===== src/rtl/wb_master_pkg.sv =====
// rtl/wb_master_pkg.sv - shared types and constants for the Wishbone single-access master
package wb_master_pkg;

    typedef enum logic [1:0] {
        IDLE = 2'd0,
        BUS  = 2'd1,
        RESP = 2'd2
    } wb_state_t;

    localparam logic [3:0] WB_SEL_FULL = 4'hF;

    typedef struct packed {
        logic [31:0] rdata;
        logic        err;
        logic        timeout;
    } wb_rsp_t;

    localparam wb_rsp_t RSP_CLEAR = '{rdata: 32'h0, err: 1'b0, timeout: 1'b0};

endpackage


===== src/rtl/wb_intf.sv =====
// rtl/wb_intf.sv - Wishbone classic bus bundle with master and slave views
interface wb_bus_t;
    logic        wb_cyc;
    logic        wb_stb;
    logic        wb_we;
    logic [31:0] wb_adr;
    logic [3:0]  wb_sel;
    logic [31:0] wb_dat_ms;
    logic        wb_ack;
    logic        wb_err;
    logic [31:0] wb_dat_sm;

    modport master (
        output wb_cyc, wb_stb, wb_we, wb_adr, wb_sel, wb_dat_ms,
        input  wb_ack, wb_err, wb_dat_sm
    );

    modport slave (
        input  wb_cyc, wb_stb, wb_we, wb_adr, wb_sel, wb_dat_ms,
        output wb_ack, wb_err, wb_dat_sm
    );
endinterface


===== src/rtl/wb_master_ctrl.sv =====
// rtl/wb_master_ctrl.sv - valid/ready request to single Wishbone classic cycle, with misalign and timeout errors
//
// Ports:
//   clk, rst_i                      clock, synchronous active-high reset
//   req_valid_i/req_ready_o         request handshake; req_we_i, req_adr_i, req_be_i, req_wdata_i
//   rsp_valid_o/rsp_ready_i         response handshake; rsp_rdata_o, rsp_err_o, rsp_timeout_o
//   busy_o                          controller not idle
//   wb_bus                          Wishbone master view
module wb_master_ctrl
    import wb_master_pkg::*;
#(
    parameter int unsigned TIMEOUT_CYCLES = 256
) (
    input  logic        clk,
    input  logic        rst_i,
    input  logic        req_valid_i,
    output logic        req_ready_o,
    input  logic        req_we_i,
    input  logic [31:0] req_adr_i,
    input  logic [3:0]  req_be_i,
    input  logic [31:0] req_wdata_i,
    output logic        rsp_valid_o,
    input  logic        rsp_ready_i,
    output logic [31:0] rsp_rdata_o,
    output logic        rsp_err_o,
    output logic        rsp_timeout_o,
    output logic        busy_o,
    wb_bus_t.master     wb_bus
);

    localparam int unsigned CNT_W = $clog2(TIMEOUT_CYCLES + 1);
    localparam logic [CNT_W-1:0] CNT_LIMIT = CNT_W'(TIMEOUT_CYCLES - 1);

    wb_state_t        state_q, state_d;
    logic             we_q, we_d;
    logic [31:0]      adr_q, adr_d;
    logic [3:0]       be_q, be_d;
    logic [31:0]      wdata_q, wdata_d;
    wb_rsp_t          rsp_q, rsp_d;
    logic [CNT_W-1:0] cnt_q, cnt_d;

    always_ff @(posedge clk) begin
        if (rst_i) begin
            state_q <= IDLE;
            we_q    <= 1'b0;
            adr_q   <= 32'h0;
            be_q    <= 4'h0;
            wdata_q <= 32'h0;
            rsp_q   <= RSP_CLEAR;
            cnt_q   <= '0;
        end else begin
            state_q <= state_d;
            we_q    <= we_d;
            adr_q   <= adr_d;
            be_q    <= be_d;
            wdata_q <= wdata_d;
            rsp_q   <= rsp_d;
            cnt_q   <= cnt_d;
        end
    end

    always_comb begin
        state_d = state_q;
        we_d    = we_q;
        adr_d   = adr_q;
        be_d    = be_q;
        wdata_d = wdata_q;
        rsp_d   = rsp_q;
        cnt_d   = cnt_q;

        unique case (state_q)
            IDLE: begin
                if (req_valid_i) begin
                    we_d    = req_we_i;
                    adr_d   = req_adr_i;
                    be_d    = req_be_i;
                    wdata_d = req_wdata_i;
                    if (req_adr_i[1:0] != 2'b00) begin
                        // Misaligned: answer with an error without touching the bus.
                        rsp_d   = '{rdata: 32'h0, err: 1'b1, timeout: 1'b0};
                        state_d = RESP;
                    end else begin
                        cnt_d   = '0;
                        state_d = BUS;
                    end
                end
            end
            BUS: begin
                // Slave answers take priority over the timeout in the limit cycle.
                if (wb_bus.wb_err) begin
                    rsp_d   = '{rdata: 32'h0, err: 1'b1, timeout: 1'b0};
                    state_d = RESP;
                end else if (wb_bus.wb_ack) begin
                    rsp_d   = '{rdata: (we_q ? 32'h0 : wb_bus.wb_dat_sm), err: 1'b0, timeout: 1'b0};
                    state_d = RESP;
                end else if (cnt_q == CNT_LIMIT) begin
                    rsp_d   = '{rdata: 32'h0, err: 1'b1, timeout: 1'b1};
                    state_d = RESP;
                end else begin
                    cnt_d = cnt_q + CNT_W'(1);
                end
            end
            RESP: begin
                if (rsp_ready_i) begin
                    state_d = IDLE;
                end
            end
            default: begin
                state_d = IDLE;
            end
        endcase
    end

    // Bus outputs come straight from registers, so cyc/stb drop the same edge
    // the state leaves BUS (including reset) and never glitch with slave inputs.
    logic bus_active;
    assign bus_active = (state_q == BUS);

    assign wb_bus.wb_cyc    = bus_active;
    assign wb_bus.wb_stb    = bus_active;
    assign wb_bus.wb_we     = bus_active & we_q;
    assign wb_bus.wb_adr    = bus_active ? adr_q : 32'h0;
    assign wb_bus.wb_sel    = bus_active ? (we_q ? be_q : WB_SEL_FULL) : 4'h0;
    assign wb_bus.wb_dat_ms = bus_active ? wdata_q : 32'h0;

    assign req_ready_o   = (state_q == IDLE);
    assign rsp_valid_o   = (state_q == RESP);
    assign busy_o        = (state_q != IDLE);
    assign rsp_rdata_o   = rsp_q.rdata;
    assign rsp_err_o     = rsp_q.err;
    assign rsp_timeout_o = rsp_q.timeout;

endmodule


===== src/flat_wrapper.sv =====
// flat-port wrapper written by rule: the top's interface ports become plain ports
module wb_master_ctrl_flat import wb_master_pkg::*;
#(
    parameter int unsigned TIMEOUT_CYCLES = 256
)
  (clk, rst_i, req_valid_i, req_ready_o, req_we_i, req_adr_i, req_be_i, req_wdata_i, rsp_valid_o, rsp_ready_i, rsp_rdata_o, rsp_err_o, rsp_timeout_o, busy_o, wb_bus_wb_cyc, wb_bus_wb_stb, wb_bus_wb_we, wb_bus_wb_adr, wb_bus_wb_sel, wb_bus_wb_dat_ms, wb_bus_wb_ack, wb_bus_wb_err, wb_bus_wb_dat_sm);
  wb_bus_t wb_bus_i ();
  input  logic clk;
  input  logic rst_i;
  input  logic req_valid_i;
  output logic req_ready_o;
  input  logic req_we_i;
  input  logic [31:0] req_adr_i;
  input  logic [3:0] req_be_i;
  input  logic [31:0] req_wdata_i;
  output logic rsp_valid_o;
  input  logic rsp_ready_i;
  output logic [31:0] rsp_rdata_o;
  output logic rsp_err_o;
  output logic rsp_timeout_o;
  output logic busy_o;
  output wire logic [$bits(wb_bus_i.wb_cyc)-1:0] wb_bus_wb_cyc;
  output wire logic [$bits(wb_bus_i.wb_stb)-1:0] wb_bus_wb_stb;
  output wire logic [$bits(wb_bus_i.wb_we)-1:0] wb_bus_wb_we;
  output wire logic [$bits(wb_bus_i.wb_adr)-1:0] wb_bus_wb_adr;
  output wire logic [$bits(wb_bus_i.wb_sel)-1:0] wb_bus_wb_sel;
  output wire logic [$bits(wb_bus_i.wb_dat_ms)-1:0] wb_bus_wb_dat_ms;
  input wire logic [$bits(wb_bus_i.wb_ack)-1:0] wb_bus_wb_ack;
  input wire logic [$bits(wb_bus_i.wb_err)-1:0] wb_bus_wb_err;
  input wire logic [$bits(wb_bus_i.wb_dat_sm)-1:0] wb_bus_wb_dat_sm;
  assign wb_bus_wb_cyc = wb_bus_i.wb_cyc;
  assign wb_bus_wb_stb = wb_bus_i.wb_stb;
  assign wb_bus_wb_we = wb_bus_i.wb_we;
  assign wb_bus_wb_adr = wb_bus_i.wb_adr;
  assign wb_bus_wb_sel = wb_bus_i.wb_sel;
  assign wb_bus_wb_dat_ms = wb_bus_i.wb_dat_ms;
  assign wb_bus_i.wb_ack = wb_bus_wb_ack;
  assign wb_bus_i.wb_err = wb_bus_wb_err;
  assign wb_bus_i.wb_dat_sm = wb_bus_wb_dat_sm;
  wb_master_ctrl #(.TIMEOUT_CYCLES(TIMEOUT_CYCLES)) u_core (.clk(clk), .rst_i(rst_i), .req_valid_i(req_valid_i), .req_ready_o(req_ready_o), .req_we_i(req_we_i), .req_adr_i(req_adr_i), .req_be_i(req_be_i), .req_wdata_i(req_wdata_i), .rsp_valid_o(rsp_valid_o), .rsp_ready_i(rsp_ready_i), .rsp_rdata_o(rsp_rdata_o), .rsp_err_o(rsp_err_o), .rsp_timeout_o(rsp_timeout_o), .busy_o(busy_o), .wb_bus(wb_bus_i));
endmodule

===== config.mk =====
export PLATFORM = sky130hd
export DESIGN_NAME = wb_master_ctrl_flat
export DESIGN_NICKNAME = d
export VERILOG_FILES = /design/src/rtl/wb_master_pkg.sv /design/src/rtl/wb_intf.sv /design/src/rtl/wb_master_ctrl.sv /design/src/flat_wrapper.sv
export SDC_FILE = /design/constraint.sdc
export NUM_CORES = 1
export LEC_CHECK = 0
export CAP_MARGIN = 20
export CORE_ASPECT_RATIO = 1.4
export CORE_UTILIZATION = 41
export DETAILED_ROUTE_END_ITERATION = 10
export GPL_TIMING_DRIVEN = 0
export HOLD_SLACK_MARGIN = 0.1
export PLACE_DENSITY = 0.8
export SYNTH_ARGS = -nofsm -noshare
export SYNTH_HDL_FRONTEND = slang
export SYNTH_SLANG_ARGS = --single-unit

===== constraint.sdc =====
create_clock -name clk -period 2.3 [get_ports clk]
set_input_delay 0.23 -clock clk [delete_from_list [all_inputs] [get_ports clk]]
set_output_delay 0.23 -clock clk [all_outputs]
set_load 0.01 [all_outputs]

# Word-level counts from Yosys, hierarchy flattened
# Index checks and enable logic that the tools add are counted.
# W data, S select, Z words.
[word_totals]
ff_bits = 114
inputBits = 107
[classes]
n_addsub = 1
eq_ne = 11
n_mux = 24
n_bitwise = 1
reduce_logical = 8
[op_table]
columns = ["operator", "count"]
rows = [
  ["$mux W34", 5],
  ["$mux W32", 3],
  ["$pmux W34 S2", 1],
  ["$mux W9", 5],
  ["$pmux W9 S2", 1],
  ["$mux W2", 6],
  ["$ne A2 B2 Y1 const B", 5],
  ["$add A9 B1 Y9 const B", 1],
  ["$eq A9 B8 Y1 const B", 1],
  ["$mux W4", 2],
  ["$pmux W2 S3", 1],
  ["$reduce_and A6 Y1", 1],
  ["$reduce_bool A2 Y1", 3],
  ["$ne A2 B1 Y1 const B", 2],
  ["$ne A4 B4 Y1 const B", 1],
  ["$reduce_and A4 Y1", 1],
  ["$reduce_and A3 Y1", 1],
  ["$eq A2 B1 Y1 const B", 1],
  ["$eq A2 B2 Y1 const B", 1],
  ["$logic_not A2 Y1", 1],
  ["$reduce_and A2 Y1", 1],
  ["$and A1 B1 Y1", 1],
]

# Longest topological paths before layout
[depth]
ltp_word = 5
depth_mapped = 9
ltp_nobuf = 8

# Worst setup path after synthesis
# No wires, ideal clock.
[synth_timing]
path_kind = "reg2reg"
from = "reg u_core.cnt_q[0]"
to = "reg u_core.rsp_q, in the netlist u_core.rsp_rdata_o[10]"
setup_time_ns = 0.060
t_arrival_ns = 1.815
required_time_ns = 2.240
setup_slack_ns = 0.425
stages_incl_launch_ff = 10
path_cell_list = "dfxtp_1 > ha_1 > nand3_1 > nor2_1 > ha_1 > nor3_2 > mux2i_1 > a21oi_2 > clkbuf_1 > a22o_1"
[synth_via]
elab_chain_cells = 3
[synth_lines]
columns = ["item", "line_no", "rtl"]
rows = [
  ["from (decl)", "wb_master_ctrl.sv:40", "logic [CNT_W-1:0] cnt_q, cnt_d;"],
  ["from (signal assigned)", "wb_master_ctrl.sv:58", "cnt_q <= cnt_d;"],
  ["$eq A9 B8 Y1", "wb_master_ctrl.sv:96", "end else if (cnt_q == CNT_LIMIT) begin"],
  ["$ne A4 B4 Y1 (no source line)", "n/a", ""],
  ["$reduce_and A4 Y1 (no source line)", "n/a", ""],
  ["to (signal assigned)", "wb_master_ctrl.sv:57", "rsp_q <= rsp_d;"],
  ["to (decl)", "wb_master_ctrl.sv:39", "wb_rsp_t rsp_q, rsp_d;"],
]
# No other way between the ends.
# A chain may end at the register's enable or synchronous reset.

# Worst setup path after layout
[layout_timing]
from = "reg u_core.state_q[1]"
to = "out wb_bus_wb_adr[30]"
[layout_via]
elab_chain_cells = 2
[layout_lines]
columns = ["item", "line_no", "rtl"]
rows = [
  ["from (decl)", "wb_master_ctrl.sv:34", "wb_state_t state_q, state_d;"],
  ["from (signal assigned)", "wb_master_ctrl.sv:52", "state_q <= state_d;"],
  ["$eq A2 B1 Y1", "wb_master_ctrl.sv:117", "assign bus_active = (state_q == BUS);"],
  ["$mux W32", "wb_master_ctrl.sv:122", "assign wb_bus.wb_adr = bus_active ? adr_q : 32'h0;"],
  ["to (decl)", "flat_wrapper.sv:25", "output wire logic [$bits(wb_bus_i.wb_adr)-1:0] wb_bus_wb_adr;"],
]
# No other way between the ends.

==> impl_metrics.ini <==
[power]
p_per_area_nw_per_um2 = 728
p_total_w = 0.00540
ir_drop_uv = 590
p_leak_nw = 3.02

[job]
maxCapViolCount = 0

[setup_path]
cp_max_fo = 6
crit_end = wb_bus_wb_adr[30]
crit_type = flip-flop to primary output
crit_path_start_kind = flip-flop
critPathCaptureType = primary output
r2r_end = u_core.rsp_rdata_o[6]$_SDFFE_PP0P_
rrSetupSlack_ps = 150
arrival_ps = 2000
r2r_cells = 9
critPathRequiredTime_ps = 2070
r2r_start = u_core.cnt_q[0]$_SDFFE_PP0P_
critPathLaunch = u_core.state_q[1]$_SDFFE_PP0P_

[global_route]
grt_pass1_wl_um = 21700
grt_antenna_before_repair = 0
grt_max_degree = 17
track_usage_pct = 24.3
overflow = 0
grt_pass1_vias = 4691

[drt]
wl_um = 13400
viasPerCell = 4.94
first_pass_iters = 4
drtIter0Drc = 173
drc_errors = 0
wl_per_cell_um = 14.6
vias = 4536
final_antenna_net_count = 0

[final_layout]
nFillCells = 810
drive_gt1_share_pct = 7.05
nets = 877
n_antenna_cell = 0
fin_area_um2 = 7420
fin_cells = 918
syn_to_final_growth_pct = 67.6

[yosys]
ys_seq_area_share_pct = 51.6
synth.area.top_cells = dfxtp_1 52%, nand2_1 12%, and2_1 9.3%, a21oi_1 8.7%, a22o_1 6.3%
syn-cell-area_um2 = 4430
synth_common_cells = 144 x nand2_1, 114 x dfxtp_1, 77 x a21oi_1
synth.distinct_cells = 30
yosysWarnings = 0
synth_fp_nets = 642
syn_inst = 533
yosysMostFrequentCell = nand2_1
yosysTopAreaCellShare_pct = 51.6
synth.avg_cell_area_um2 = 8.31
synth_top_area_cell = dfxtp_1
synth_top_flop_cell = dfxtp_1
ys_ff_latch = 114
async_flop_share_pct = 0
synth-edff-count = 0

[cts]
cts.sinks = 114
holdBufCountCts = 0
path_clk_slew_ps = 50
ctsRootBufferMaster = clkbuf_16
clk_latency_ps = 400
cts_tree = done
cts_max_path_buffers = 2
numCtsBuffers = 17
htreeDepth = 4

[sta]
grt_setup_unrepaired = true
drv_slew = 0
fin_crit_ps = 2230
slew_headroom_pct = 61.9
hold_viol = 0
clock_skew_ps = 6.83
max_freq_mhz = 447
period_share_pct = 97.2
setup_violations = 0
worstMarginPinSlew_ps = 572

[die]
fp.dieW_um = 89.8
dieArea_um2 = 11200
initial_core_util_pct = 42.3
die_h_um = 125
core_um2 = 10500
pin_count = 215
rows = 44

[run_status]
status = finished, final reports clean

[place]
dp_hpwl_um = 9950
placed_area_um2 = 6730
dp.cells = 884
place_congestion = 0.777
port_buffers = 213

[min_path]
hold_path_class = primary input to flip-flop
==> logic make-up (layout without fill, tap and decap cells) <==
logic type	Yosys count	count (layout)	share of synthesized area, %
AOI/OAI and AO/OA	116	116	16.1
xor gates and xnor gates	6	6	1.19
adders and majority gates	2	2	0.565
buffers and inverters	48	295	4.30
DFF	114	114	51.6
muxes	2	2	0.452
and+or+nand+nor	245	245	25.8
==> worst min-delay path by stage <==
| stage | endpoint | from | cells past startpoint | slack (ps) |
|---|---|---|---|---|
| global route | u_core.wdata_q[10]$_SDFFE_PP0P_ | req_wdata_i[10] | 3 | 370 |
| finish | u_core.wdata_q[11]$_SDFFE_PP0P_ | req_wdata_i[11] | 3 | 370 |
| global placement | u_core.wdata_q[7]$_SDFFE_PP0P_ | u_core.wdata_q[7]$_SDFFE_PP0P_ | 2 | 440 |
| detailed placement | u_core.wdata_q[7]$_SDFFE_PP0P_ | u_core.wdata_q[7]$_SDFFE_PP0P_ | 2 | 440 |
| CTS | u_core.adr_q[30]$_SDFFE_PP0P_ | req_adr_i[30] | 3 | 360 |
| floorplan | u_core.rsp_err_o$_SDFFE_PP0P_ | wb_bus_wb_ack | 1 | 330 |
==> stage by stage <==
step           hold slack [ps]  setup TNS, ps  worst slack, ps  util [%]
4_1_cts                    358              0             1.84      70.8
2_1_floorplan              327              0              425         -
5_1_grt                    370          -4.46            -4.46      70.9
6_report                   374              0             65.3      70.9
3_3_place_gp               437          -6380             -260      64.4
3_5_place_dp               442          -7240             -290      64.4
==> where the power goes <==
| group | switching [W] | total [W] | internal, W |
|---|---|---|---|
| Combinational | 0.000247 | 0.000532 | 0.000285 |
| Clock | 0.000881 | 0.00277 | 0.00188 |
| Sequential | 0.0000400 | 0.00210 | 0.00206 |
| Total | 0.00117 | 0.00540 | 0.00423 |
==> cell usage in the layout (no fill, tap or decap), types with 2 or more instances in the layout <==
cell type and n:
a211oi_1 2, clkdlybuf4s50_1 183, clkbuf_16 17, a21oi_1 77
and2_1 66, mux2i_1 2, nor4_1 3, buf_2 5
clkinv_2 4, clkbuf_4 2, bufinv_16 4, ha_1 2
inv_1 7, buf_4 5, nand4_1 2, o21ai_0 2
or3_1 2, nand3_1 5, dfxtp_1 114, clkbuf_2 3
dlygate4sd2_1 29, nor2_1 16, buf_1 2, a22o_1 32
clkbuf_1 22, clkbuf_8 7, nand2_1 144, xnor2_1 5
==> critical path, cell delays in order (launching register included) <==
cell and delay (ps):
dfxtp_1 430, nand2b_4 200, inv_4 60, clkbuf_8 150, buf_4 130, and2_1 140, clkdlybuf4s50_1 490
==> metal layers <==
metal | track usage (%) | routed length, µm | share of wire, % | vias up
met3 | 7.97 | 916 | 6.8 | 30
met2 | 46.0 | 7260 | 54 | 190
met1 | 23.8 | 4870 | 36 | 2097
met4 | 10.5 | 340 | 2.5 | 0
met5 | 0 | 0 | 0 | -
li1 | - | - | - | 2219
==> registers in the layout, indices dropped and copies added, names as in the netlist <==
| signal | flops |
|---|---|
| u_core.wdata_q | 32 |
| u_core.cnt_q | 9 |
| u_core.adr_q | 32 |
| u_core.we_q | 1 |
| u_core.state_q | 2 |
| u_core.be_q | 4 |
| u_core.rsp_timeout_o | 1 |
| u_core.rsp_err_o | 1 |
| u_core.rsp_rdata_o | 32 |
==> area by class of cell <==
cell class	count	area, µm²	area share [%]
plain buffers	40	223	3.00
clock buffers	21	470	6.34
clock inverters	10	156	2.11
inverters	8	32.5	0.438
multi-input cells	371	1960	26.4
flip-flops and latches	114	2280	30.8
well taps	138	173	2.33
repair buffers	216	2120	28.6
==> repair_timing <==
action,4_1_cts,5_1_grt
gates resized for setup,50,14
buffers inserted,3,0
setup endpoints to repair,70,39
cloned,0,0
pin swaps,0,1
No activity file was read; power rests on OpenSTA's default activity.
